`src/rtl/fifo_rr_source.sv`:
```
// Per-port input FIFO feeding one side of the two-port round-robin arbiter.
// Buffers words, raises request while non-empty, returns popped words one
// clock after the pop strobe, and reports fill status plus sticky errors.
module fifo_rr_source #(
  parameter int unsigned DATA_WIDTH      = 6,
  parameter int unsigned ADDR_WIDTH      = 3,
  parameter int unsigned ALMOST_FULL_TH  = 6,
  parameter int unsigned ALMOST_EMPTY_TH = 1
) (
  input  logic                  clk,
  input  logic                  reset_L,
  input  logic                  push,
  input  logic [DATA_WIDTH-1:0] data_in,
  input  logic                  pop,
  output logic [DATA_WIDTH-1:0] data_out,
  output logic                  valid_out,
  output logic                  request,
  output logic                  full,
  output logic                  empty,
  output logic                  almost_full,
  output logic                  almost_empty,
  output logic [ADDR_WIDTH:0]   fill_level,
  output logic                  overflow_err,
  output logic                  underflow_err
);

  localparam int unsigned DEPTH   = 2 ** ADDR_WIDTH;
  localparam int unsigned CNT_W   = ADDR_WIDTH + 1;

  logic [DATA_WIDTH-1:0] mem [DEPTH];
  logic [ADDR_WIDTH-1:0] wr_ptr;
  logic [ADDR_WIDTH-1:0] rd_ptr;
  logic [CNT_W-1:0]      count;

  logic pop_ok;
  logic push_ok;

  // Accept decisions; a push into a full FIFO is allowed only when a pop frees a slot.
  always_comb begin
    pop_ok  = pop && (count != '0);
    push_ok = push && ((count < CNT_W'(DEPTH)) || pop_ok);
  end

  // Storage array write port; contents are intentionally not reset.
  always_ff @(posedge clk) begin
    if (push_ok) begin
      mem[wr_ptr] <= data_in;
    end
  end

  // Pointers, occupancy, registered read data and sticky error flags.
  always_ff @(posedge clk or negedge reset_L) begin
    if (!reset_L) begin
      wr_ptr        <= '0;
      rd_ptr        <= '0;
      count         <= '0;
      data_out      <= '0;
      valid_out     <= 1'b0;
      overflow_err  <= 1'b0;
      underflow_err <= 1'b0;
    end else begin
      valid_out <= pop_ok;
      if (push_ok) begin
        wr_ptr <= wr_ptr + ADDR_WIDTH'(1);
      end
      if (pop_ok) begin
        data_out <= mem[rd_ptr];
        rd_ptr   <= rd_ptr + ADDR_WIDTH'(1);
      end
      if (push_ok && !pop_ok) begin
        count <= count + CNT_W'(1);
      end else if (pop_ok && !push_ok) begin
        count <= count - CNT_W'(1);
      end
      if (push && !push_ok) begin
        overflow_err <= 1'b1;
      end
      if (pop && !pop_ok) begin
        underflow_err <= 1'b1;
      end
    end
  end

  // Status flags decoded from the registered count only.
  always_comb begin
    empty        = (count == '0);
    full         = (count == CNT_W'(DEPTH));
    almost_full  = (count >= CNT_W'(ALMOST_FULL_TH));
    almost_empty = (count <= CNT_W'(ALMOST_EMPTY_TH));
    fill_level   = count;
    request      = !empty;
  end

endmodule

```
`config.mk`:
```
export PLATFORM = sky130hd
export DESIGN_NAME = fifo_rr_source
export DESIGN_NICKNAME = d
export VERILOG_FILES = /design/src/rtl/fifo_rr_source.sv
export SDC_FILE = /design/constraint.sdc
export NUM_CORES = 1
export LEC_CHECK = 0
export CAP_MARGIN = 20
export CORE_MARGIN = 2
export CORE_UTILIZATION = 25
export DETAILED_ROUTE_END_ITERATION = 7
export DONT_BUFFER_PORTS = 1
export HOLD_SLACK_MARGIN = 0.03
export PLACE_DENSITY_LB_ADDON = 0.05
export SLEW_MARGIN = 20
export SYNTH_ARGS = -nofsm -noshare
export SYNTH_HDL_FRONTEND = slang
export SYNTH_SLANG_ARGS = --single-unit
```
`constraint.sdc`:
```
create_clock -name clk -period 4.9 [get_ports clk]
set_clock_uncertainty 0.15 [all_clocks]
set_input_delay 0.98 -clock clk [delete_from_list [all_inputs] [get_ports clk]]
set_output_delay 0.98 -clock clk [all_outputs]
set_load 0.01 [all_outputs]
```
==> Word level (Yosys, flattened, before mapping) <==
Memory sizes are Yosys's and may differ from the RTL's. A register that Yosys moved wholly into a read port is not among the register bits.
Index checks and enable logic that the tools add are counted.
{ "word_totals": {"ff_bits": 13, "latchBits": 0, "mem_bits_rw": 48, "romBits": 0, "input_bits": 10, "out_inout_bits": 18, "word_cells": 33, "memories": 1} }
{ "classes": {"n_addsub": 4, "n_mul": 0, "n_div": 0, "order_cmp": 3, "eq_ne": 1, "shifts": 0, "muxes": 4, "bitwise": 0, "n_reduce_logical": 14} }
{ "mem_list": {"columns": ["name", "words", "word_bits", "read_ports", "rd_ports_with_merged_regs", "wr", "line", "rtl"], "rows": [
  ["mem", 8, 6, 1, 1, 1, "30", "logic [DATA_WIDTH-1:0] mem [DEPTH];"]
]} }
{ "op_table": {"columns": ["operator", "n"], "rows": [
  ["$mux 4", 2],
  ["$add 3x1->3 const B", 2],
  ["$logic_and 1x1->1", 6],
  ["$add 4x1->4 const B", 1],
  ["$eq 4x4->1 const B", 1],
  ["$ge 4x3->1 const B", 1],
  ["$le 4x1->1 const B", 1],
  ["$logic_not 1->1", 4],
  ["$logic_not 4->1", 1],
  ["$lt 4x4->1 const B", 1],
  ["$reduce_bool 4->1", 1],
  ["$sub 4x1->4 const B", 1],
  ["$mux 1", 2],
  ["$reduce_bool 2->1", 1],
  ["$logic_or 1x1->1", 1]
]} }

==> Logic depth before layout (Yosys ltp) <==
Gate-level depths: netlist of run 1.
{ "logic_depth": {"depth_word": 8, "ltp_mapped": 9, "depth_no_buf": 8} }

==> Worst setup path after synthesis of run 1 <==
No wires, ideal clock.
{ "synth_timing": {"path_kind": "input port to flip-flop", "startpoint": "input port pop", "endpoint": "register count[3], in the netlist fill_level[3]", "setup_time_ns": 0.080, "arrival_time_ns": 2.317, "required_time_ns": 4.670, "slack_ns": 2.353, "stages": 7, "n_path_buf": 0, "path_cell_list": "nand2b_1 > nand2_1 > inv_1 > ha_1 > or4_1 > a21oi_2 > xor2_1"} }
{ "synth_via": {"elab_chain_len": 6, "elab_cells_between_ends": 9, "classes_between": "mux (1); reduce/logical (8)"} }
{ "synth_rtl": {"columns": ["element", "line", "rtl"], "rows": [
  ["from (decl)", "14", "input logic pop,"],
  ["$logic_and 1x1->1 (*)", "40", "pop_ok = pop && (count != '0);"],
  ["$logic_or 1x1->1 (*)", "41", "push_ok = push && ((count < CNT_W'(DEPTH)) || pop_ok);"],
  ["$logic_and 1x1->1 (*)", "41", null],
  ["via push_ok", "36", "logic push_ok;"],
  ["$logic_not 1->1", "72", "end else if (pop_ok && !push_ok) begin"],
  ["$logic_and 1x1->1", "72", null],
  ["$reduce_bool 2->1 (no source line)", null, null],
  ["to (signal assigned)", "71", "count <= count + CNT_W'(1);"],
  ["to (signal assigned)", "73", "count <= count - CNT_W'(1);"],
  ["to (decl)", "33", "logic [CNT_W-1:0] count;"]
]} }
The timed path passes the listed nets; every way through them passes the cells marked *.
A chain may end at the register's enable or synchronous reset.

==> Worst setup path in the final report of run 1 <==
{ "layout_timing": {"startpoint": "register count[1], in the netlist fill_level[1]", "endpoint": "output port empty"} }
{ "layout_via": {"elab_chain_len": 1} }
{ "layout_rtl": {"columns": ["element", "line", "rtl"], "rows": [
  ["$logic_not 4->1", "86", "empty = (count == '0);"],
  ["to (decl)", "19", "output logic empty,"]
]} }
No other way between the ends.

==> results of run 1 <==
## power groups by stage
stage               Combinational, mW  Clock, mW  Sequential [mW]
floorplan                       0.431          0            0.846
global placement                0.532          0            0.876
detailed placement              0.539          0            0.877
CTS                             0.540      0.462            0.866
global route                    0.593      0.487            0.884
finish                          0.529      0.447            0.862
## per-stage QoR
step / util [%] / cells / worst slack, ns
final: 28.7 / 330 / 1.84
after global routing: 28.7 / 330 / 1.67
after CTS: 28.7 / 330 / 1.79
after detailed placement: 27.0 / 314 / 2.15
after global placement: 27.0 / 314 / 2.19
after floorplan: - / 177 / 2.35
## flip-flops by register name, indices dropped and copies added (netlist names)
signal         cells
wr_ptr             3
rd_ptr             3
fill_level         4
valid_out          1
mem               48
data_out           6
underflow_err      1
overflow_err       1
## per-layer routing
metal	share of wire (%)	routed length, um	vias up
met5	0	0	-
met4	1.6	100	0
met3	6.2	374	8
met2	43	2610	41
met1	49	2990	722
li1	-	-	686
## final timing paths
check                              start       endpoint  slack (ns)  cells past startpoint
max reg2reg                fill_level[0]  fill_level[3]        2.24                      8
max in group asynchronous        reset_L  underflow_err        4.35                      0
min in group clk           underflow_err  underflow_err        0.38                      1
min                              reset_L      valid_out        0.17                      0
min reg2reg                underflow_err  underflow_err        0.38                      1
max                        fill_level[1]          empty        1.84                      4
## worst max-delay path, delay by kind of cell, from the launching register on
kind / cells / cell delay [ns]
DFF: 1 / 0.47
buffers and inverters: 2 / 0.39
and+or+nand+nor: 1 / 0.50
adders and majority gates: 1 / 0.22
## placed cells by master, fill, tap and decap left out
cell                         synthesis  routed
sky130_fd_sc_hd__or3b_1              1       1
sky130_fd_sc_hd__a31o_2              1       1
sky130_fd_sc_hd__nor2b_1             1       1
sky130_fd_sc_hd__o21ai_0             7       7
sky130_fd_sc_hd__mux2i_1            13      13
sky130_fd_sc_hd__edfxtp_1           48      48
sky130_fd_sc_hd__clkinvlp_4          0       2
sky130_fd_sc_hd__a22o_1              6       6
sky130_fd_sc_hd__nand2_4             1       1
sky130_fd_sc_hd__nand3b_1            1       1
sky130_fd_sc_hd__nand3_1             3       3
sky130_fd_sc_hd__nor3_1              3       3
sky130_fd_sc_hd__or4_1               1       1
sky130_fd_sc_hd__a21o_2              1       1
sky130_fd_sc_hd__inv_1               6       6
sky130_fd_sc_hd__nand4_1             1       1
sky130_fd_sc_hd__clkbuf_1            0       2
sky130_fd_sc_hd__nand2b_1            4       4
sky130_fd_sc_hd__bufinv_16           0       1
sky130_fd_sc_hd__buf_4               1       1
sky130_fd_sc_hd__o31ai_1             6       6
sky130_fd_sc_hd__o22ai_1             6       6
sky130_fd_sc_hd__ha_1                6       6
sky130_fd_sc_hd__clkbuf_8            0       9
sky130_fd_sc_hd__mux2_2             13      13
sky130_fd_sc_hd__nand2_1             4       4
sky130_fd_sc_hd__a21oi_2             1       1
sky130_fd_sc_hd__clkinv_2            0       2
sky130_fd_sc_hd__xor2_1              3       3
sky130_fd_sc_hd__a21o_1              1       1
sky130_fd_sc_hd__dfrtp_1            19      19
sky130_fd_sc_hd__mux2_4              1       1
sky130_fd_sc_hd__xnor2_1             5       5
sky130_fd_sc_hd__and3b_2             1       1
sky130_fd_sc_hd__nor2_1              9       9
## kinds of logic after synthesis
logic type                 Yosys count  share of synthesized area (%)
xor gates and xnor gates             8                           2.52
buffers and inverters               10                           2.07
and+or+nand+nor                     30                           5.81
adders and majority gates            6                           2.70
muxes                               27                           10.5
AOI/OAI and AO/OA                   29                           7.35
DFF                                 67                           69.0
## cell type report
cell class / count / area (um2)
Clock buffer: 11 / 131
Clock inverter: 5 / 55.1
Fill cell: 1105 / 7730
Inverter: 6 / 22.5
Multi-Input combinational cell: 100 / 802
Sequential cell: 67 / 1920
Tap cell: 140 / 175
Timing Repair Buffer: 1 / 7.51
==> impl_table.tex, run 1 <==
\begin{tabular}{lr}
\hline
Metric & Value \\
\hline
\multicolumn{2}{l}{\textbf{Yosys}} \\
\quad Synthesis warning total & 0 \\
\quad Count of flip-flops with a built-in enable after synthesis & 48 \\
\quad Cell types with the highest counts after synthesis & sky130\_fd\_sc\_hd\_\_edfxtp\_1 (48), sky130\_fd\_sc\_hd\_\_dfrtp\_1 (19), sky130\_fd\_sc\_hd\_\_mux2\_2 (13), sky130\_fd\_sc\_hd\_\_mux2i\_1 (13), sky130\_fd\_sc\_hd\_\_nor2\_1 (9) \\
\quad Netlist cell types & 32 \\
\quad Average instance area after synthesis & 15.7 um2 \\
\quad Number of flip-flops and latches in the synthesized netlist & 67 \\
\quad Leading cell type by number of instances after synthesis & sky130\_fd\_sc\_hd\_\_edfxtp\_1 \\
\quad Mapped Area & 0.00278 mm2 \\
\quad Top-area cell type share of the netlist area & 51.9\% \\
\quad Synthesized netlist cell count & 177 \\
\quad Largest cells by area after synthesis & sky130\_fd\_sc\_hd\_\_edfxtp\_1 (52\%), sky130\_fd\_sc\_hd\_\_dfrtp\_1 (17\%), sky130\_fd\_sc\_hd\_\_mux2\_2 (5.3\%) \\
\quad Sequential-to-total area share from yosys stat & 69.0\% \\
\quad Share of async-settable or async-resettable flops after synthesis & 28.4\% \\
\quad Top flip-flop cell by instance count after synthesis & sky130\_fd\_sc\_hd\_\_edfxtp\_1 \\
\quad Leading area contributor after synthesis & sky130\_fd\_sc\_hd\_\_edfxtp\_1 \\
\quad Post-Syn Nets & 193 \\
\multicolumn{2}{l}{\textbf{Worst setup path}} \\
\quad Crit-path max cell delay & 0.50 ns \\
\quad Crit Path Class & reg2out \\
\quad Data arrival time of the critical path & 1.93 ns \\
\quad Worst path cell trace & inv\_1, ha\_1, or3b\_1, inv\_1 \\
\quad Endpoint type of the worst setup path & output port \\
\quad Required time at the worst-slack endpoint & 3.77 ns \\
\quad Slowest cell on crit path & sky130\_fd\_sc\_hd\_\_or3b\_1 \\
\quad Startpoint type of the worst setup path & flop \\
\quad Crit path max fanout & 8 \\
\quad Cell occurring most often along the worst timing path & sky130\_fd\_sc\_hd\_\_inv\_1 \\
\multicolumn{2}{l}{\textbf{STA}} \\
\quad Slew Limit Headroom & 39.8\% \\
\quad Worst-case hold slack & 0.174 ns \\
\quad RSZ-0062 raised after global routing & no \\
\quad Fmax & 327 MHz \\
\quad Setup Viol. Count Final & 0 \\
\quad Final count of hold timing violations & 0 \\
\quad Worst Max-Slew Pin Slew & 0.896 ns \\
\quad Pins over their slew limit & 0 \\
\quad Post-route setup TNS & 0 ns \\
\quad Final Cycle Share & 62.4\% \\
\quad Period minus WS final & 3.06 ns \\
\multicolumn{2}{l}{\textbf{Power and ir drop}} \\
\quad Share of power burned in registers & 46.9\% \\
\quad Internal power & 1.21 mW \\
\quad Static leakage & 1.12 nW \\
\quad Switching power of the nets & 0.631 mW \\
\quad Max VDD drop & 226 uV \\
\quad Combinational group share of total power & 28.8\% \\
\quad Clock power frac & 24.3\% \\
\quad Total power density per cell area & 591 mW/mm2 \\
\quad Switching part of the total & 34.3\% \\
\quad Total chip power & 1.84 mW \\
\multicolumn{2}{l}{\textbf{Status}} \\
\quad Status & complete, no violations \\
\multicolumn{2}{l}{\textbf{Drt}} \\
\quad Count of vias placed by the detailed router & 1,457 \\
\quad Pre-Repair DR Iteration Count & 4 \\
\quad Antenna-violating nets left & 0 \\
\quad Total wirelength of the detailed-routed design & 6.07 mm \\
\quad Wirelength per Cell & 18.4 um \\
\quad Drt initial violations & 81 \\
\quad Detailed-route DRC error count & 0 \\
\quad Via-per-instance ratio & 4.42 \\
\multicolumn{2}{l}{\textbf{Global route}} \\
\quad GR Util met1 & 15.7\% \\
\quad Most crowded layer after global routing & met1 \\
\quad Combined global-route utilization of all metal layers & 11.3\% \\
\quad Met3 demand-to-capacity share in global routing & 3.50\% \\
\quad Remaining global-route overflow & 0 \\
\quad Met2 Track Usage GR & 15.6\% \\
\quad Pin count of the biggest net entering global routing & 27 \\
\quad First-pass GRT wire length & 9.36 mm \\
\quad Antenna violations before repair & 0 \\
\quad Via count of the first global-routing pass & 1,507 \\
\multicolumn{2}{l}{\textbf{Floorplanning}} \\
\quad Die X-Extent & 109 um \\
\quad Die Y & 109 um \\
\quad Die Outline Area & 0.0120 mm2 \\
\quad I/O pin count & 28 \\
\quad Starting utilization of the core area & 25.6\% \\
\quad Total number of placement rows & 38 \\
\quad Floorplan Core Area & 0.0108 mm2 \\
\multicolumn{2}{l}{\textbf{Placement}} \\
\quad Quantity of I/O buffers inserted on ports & 0 \\
\quad Cell Area, Placed & 0.00292 mm2 \\
\quad GP Congestion & 0.737 \\
\quad Final HPWL from detailed placement & 4.36 mm \\
\multicolumn{2}{l}{\textbf{Clocking}} \\
\quad Clock buffer depth & 2 \\
\quad Post-cts sizing count & 0 \\
\quad Total number of H-tree levels & 3 \\
\quad Clock latency on the worst-skew pair & 0.34 ns \\
\quad Clock tree sinks & 67 \\
\quad Inserted Clock Buffers & 9 \\
\quad TritonCTS clock tree & yes \\
\quad Post-CTS Setup Inserts & 0 \\
\quad Clk pin slew, worst setup/hold paths & 0.07 ns \\
\quad CTS Root Cell & sky130\_fd\_sc\_hd\_\_clkbuf\_8 \\
\quad Count of hold buffers inserted by post-cts repair & 0 \\
\multicolumn{2}{l}{\textbf{Hold path}} \\
\quad Class of the tightest hold or removal check & in2async \\
\multicolumn{2}{l}{\textbf{Flow run}} \\
\quad Max\_cap viols & 0 \\
\multicolumn{2}{l}{\textbf{Final layout}} \\
\quad Growth of design area from synthesis to finish & 12.0\% \\
\quad Cell area after layout & 0.00311 mm2 \\
\quad Inserted Diodes & 0 \\
\quad Nets & 201 \\
\quad Layout cells sized above 1 & 17.9\% \\
\hline
\end{tabular}
No activity file was read; power rests on OpenSTA's default activity.
==> run 2, diff against run 1 <==
- clock period: 4.9 -> 2.91 ns (I/O delays scaled with it)
==> impl_table.tex, run 2 (same netlist as run 1, synthesis figures left out) <==
\begin{tabular}{lr}
\hline
Metric & Value \\
\hline
\multicolumn{2}{l}{\textbf{Status}} \\
\quad Status & complete, no violations \\
\multicolumn{2}{l}{\textbf{STA}} \\
\quad Final count of hold timing violations & 0 \\
\quad Period minus WS final & 2.54 ns \\
\quad Setup Viol. Count Final & 0 \\
\quad Fmax & 394 MHz \\
\quad Slew Limit Headroom & 39.8\% \\
\quad RSZ-0062 raised after global routing & no \\
\quad Worst Max-Slew Pin Slew & 0.900 ns \\
\quad Final Cycle Share & 87.1\% \\
\quad Post-route setup TNS & 0 ns \\
\quad Pins over their slew limit & 0 \\
\multicolumn{2}{l}{\textbf{Worst setup path}} \\
\quad Startpoint type of the worst setup path & flop \\
\quad Cell depth of the worst flop-to-flop path & 8 \\
\quad Cell occurring most often along the worst timing path & sky130\_fd\_sc\_hd\_\_inv\_1 \\
\quad Required time at the worst-slack endpoint & 2.18 ns \\
\quad Worst path cell trace & inv\_1, ha\_1, or3b\_1, inv\_1 \\
\quad Crit Path Class & reg2out \\
\quad Crit path max fanout & 8 \\
\quad Data arrival time of the critical path & 1.80 ns \\
\quad Slowest cell on crit path & sky130\_fd\_sc\_hd\_\_or3b\_1 \\
\quad Flop2flop setup slack & 0.44 ns \\
\quad Worst flop-to-flop path endpoint & fill\_level[3] \\
\quad Worst r2r src & fill\_level[0] \\
\quad Crit-path max cell delay & 0.51 ns \\
\quad Endpoint type of the worst setup path & output port \\
\multicolumn{2}{l}{\textbf{Global route}} \\
\quad Met3 demand-to-capacity share in global routing & 3.79\% \\
\quad GR Util met1 & 14.3\% \\
\quad Combined global-route utilization of all metal layers & 10.7\% \\
\quad First-pass GRT wire length & 9.07 mm \\
\quad Met2 Track Usage GR & 15.9\% \\
\quad Remaining global-route overflow & 0 \\
\quad Antenna violations before repair & 0 \\
\quad Most crowded layer after global routing & met2 \\
\quad Via count of the first global-routing pass & 1,559 \\
\quad Pin count of the biggest net entering global routing & 27 \\
\multicolumn{2}{l}{\textbf{Floorplanning}} \\
\quad Floorplan Core Area & 0.0108 mm2 \\
\quad I/O pin count & 28 \\
\quad Starting utilization of the core area & 25.6\% \\
\quad Die Y & 109 um \\
\quad Die X-Extent & 109 um \\
\quad Total number of placement rows & 38 \\
\quad Die Outline Area & 0.0120 mm2 \\
\multicolumn{2}{l}{\textbf{Power and ir drop}} \\
\quad Max VDD drop & 297 uV \\
\quad Clock power frac & 22.4\% \\
\quad Share of power burned in registers & 46.6\% \\
\quad Switching part of the total & 34.2\% \\
\quad Combinational group share of total power & 31.0\% \\
\quad Total chip power & 3.07 mW \\
\quad Internal power & 2.02 mW \\
\quad Total power density per cell area & 976 mW/mm2 \\
\quad Static leakage & 1.14 nW \\
\quad Switching power of the nets & 1.05 mW \\
\multicolumn{2}{l}{\textbf{Drt}} \\
\quad Total wirelength of the detailed-routed design & 5.90 mm \\
\quad Antenna-violating nets left & 0 \\
\quad Drt initial violations & 73 \\
\quad Pre-Repair DR Iteration Count & 4 \\
\quad Via-per-instance ratio & 4.31 \\
\quad Wirelength per Cell & 17.6 um \\
\quad Detailed-route DRC error count & 0 \\
\quad Count of vias placed by the detailed router & 1,443 \\
\multicolumn{2}{l}{\textbf{Hold path}} \\
\quad Hold Path Origin & data\_in[0] \\
\quad Class of the tightest hold or removal check & in2reg \\
\quad WHS Endpoint & mem[0][0] \\
\quad WHS Path Cells & 0 \\
\multicolumn{2}{l}{\textbf{Final layout}} \\
\quad Share of the core filled with cells in the final layout & 29.0\% \\
\quad Layout cells sized above 1 & 19.0\% \\
\quad Growth of design area from synthesis to finish & 13.1\% \\
\quad Number of flip-flops in the largest register & 48 \\
\quad Top reg by flops & mem \\
\quad Inserted Diodes & 0 \\
\quad Most used cells in the layout excluding fill and tap cells & sky130\_fd\_sc\_hd\_\_edfxtp\_1 (48), sky130\_fd\_sc\_hd\_\_dfrtp\_1 (19), sky130\_fd\_sc\_hd\_\_mux2\_2 (13), sky130\_fd\_sc\_hd\_\_mux2i\_1 (13), sky130\_fd\_sc\_hd\_\_clkbuf\_8 (11) \\
\quad Filler cell count & 1,101 \\
\quad Most common library cell in the layout ignoring fill and taps & sky130\_fd\_sc\_hd\_\_edfxtp\_1 \\
\quad Final Non-Filler Cells & 335 \\
\quad Nets & 206 \\
\multicolumn{2}{l}{\textbf{Clocking}} \\
\quad Total number of H-tree levels & 3 \\
\quad TritonCTS clock tree & yes \\
\quad Inserted Clock Buffers & 9 \\
\quad CTS Root Cell & sky130\_fd\_sc\_hd\_\_clkbuf\_8 \\
\quad Clock latency on the worst-skew pair & 0.34 ns \\
\quad Clock tree sinks & 67 \\
\quad Post-CTS Setup Inserts & 0 \\
\quad Clk pin slew, worst setup/hold paths & 0.08 ns \\
\quad Clock buffer depth & 2 \\
\multicolumn{2}{l}{\textbf{Placement}} \\
\quad Quantity of I/O buffers inserted on ports & 0 \\
\quad GP Congestion & 0.711 \\
\quad Final HPWL from detailed placement & 4.31 mm \\
\quad Post-Place Cells & 318 \\
\multicolumn{2}{l}{\textbf{Flow run}} \\
\quad Max\_cap viols & 0 \\
\hline
\end{tabular}
## run 2: changes by cell type in the layout (fill, tap and decap cells not counted)
cell	change
sky130_fd_sc_hd__clkinvlp_4	-1
sky130_fd_sc_hd__clkinv_2	-1
sky130_fd_sc_hd__dlygate4sd3_1	+1
sky130_fd_sc_hd__bufinv_16	-1
sky130_fd_sc_hd__clkbuf_1	+1
sky130_fd_sc_hd__clkbuf_8	+2
sky130_fd_sc_hd__buf_4	+4
## run 2: worst max path at each step
stage                              from             to  slack (ns)  cells after the start
final                     fill_level[1]          empty        0.37                      4
after detailed placement  fill_level[1]  fill_level[3]        0.45                      8
after floorplan           fill_level[0]  fill_level[3]        0.49                      9
after global placement    fill_level[0]  fill_level[3]        0.53                      8
after CTS                 fill_level[1]          empty        0.35                      4
after global routing      fill_level[1]          empty        0.25                      4
## run 2: metrics by stage
step | hold WS [ns] | cell area, um2 | setup WS, ns
2_1_floorplan | 0.136 | 2780 | 0.492
3_3_place_gp | 0.137 | 2950 | 0.530
3_5_place_dp | 0.137 | 2950 | 0.446
4_1_cts | 0.167 | 3140 | 0.347
5_1_grt | 0.164 | 3140 | 0.245
6_report | 0.195 | 3140 | 0.375
## run 2: power groups by stage
stage	clock (mW)	combinational [mW]	sequential (mW)
2_1_floorplan	0	0.726	1.42
3_3_place_gp	0	0.958	1.44
3_5_place_dp	0	0.963	1.45
4_1_cts	0.723	0.976	1.43
5_1_grt	0.760	1.07	1.46
6_report	0.687	0.951	1.43
## run 2: area by class of cell
class / instances / area [um2] / share of cell area [%]
Sequential cell: 67 / 1920 / 61.1
Multi-Input combinational cell: 100 / 802 / 25.5
Tap cell: 140 / 175 / 5.58
Clock buffer: 14 / 163 / 5.18
Clock inverter: 2 / 12.5 / 0.399
Timing Repair Buffer: 6 / 47.5 / 1.51
Inverter: 6 / 22.5 / 0.717
## run 2: timing repair
item,4_1_cts,5_1_grt
hold buffers,1,0
endpoints found under the hold margin,19,0
gates resized for setup,0,0
## run 2: worst max-delay path, delay by kind of cell (launching register included)
| family | cells | cell delay (ns) |
|---|---|---|
| DFF | 1 | 0.38 |
| and+or+nand+nor | 1 | 0.51 |
| adders and majority gates | 1 | 0.21 |
| buffers and inverters | 2 | 0.36 |
## run 2: metal layers
layer  share of wire (%)  wire length, um  vias up
met2                  44             2570       39
met5                   0                0        -
li1                    -                -      700
met4                0.51               30        0
met3                 5.2              305        2
met1                  51             2990      702
==> run 3, diff against run 2 <==
- CTS_CLUSTER_SIZE: not set -> 12
==> results of run 3 <==
Final layout, timing and power as in run 2 (identical DEF).
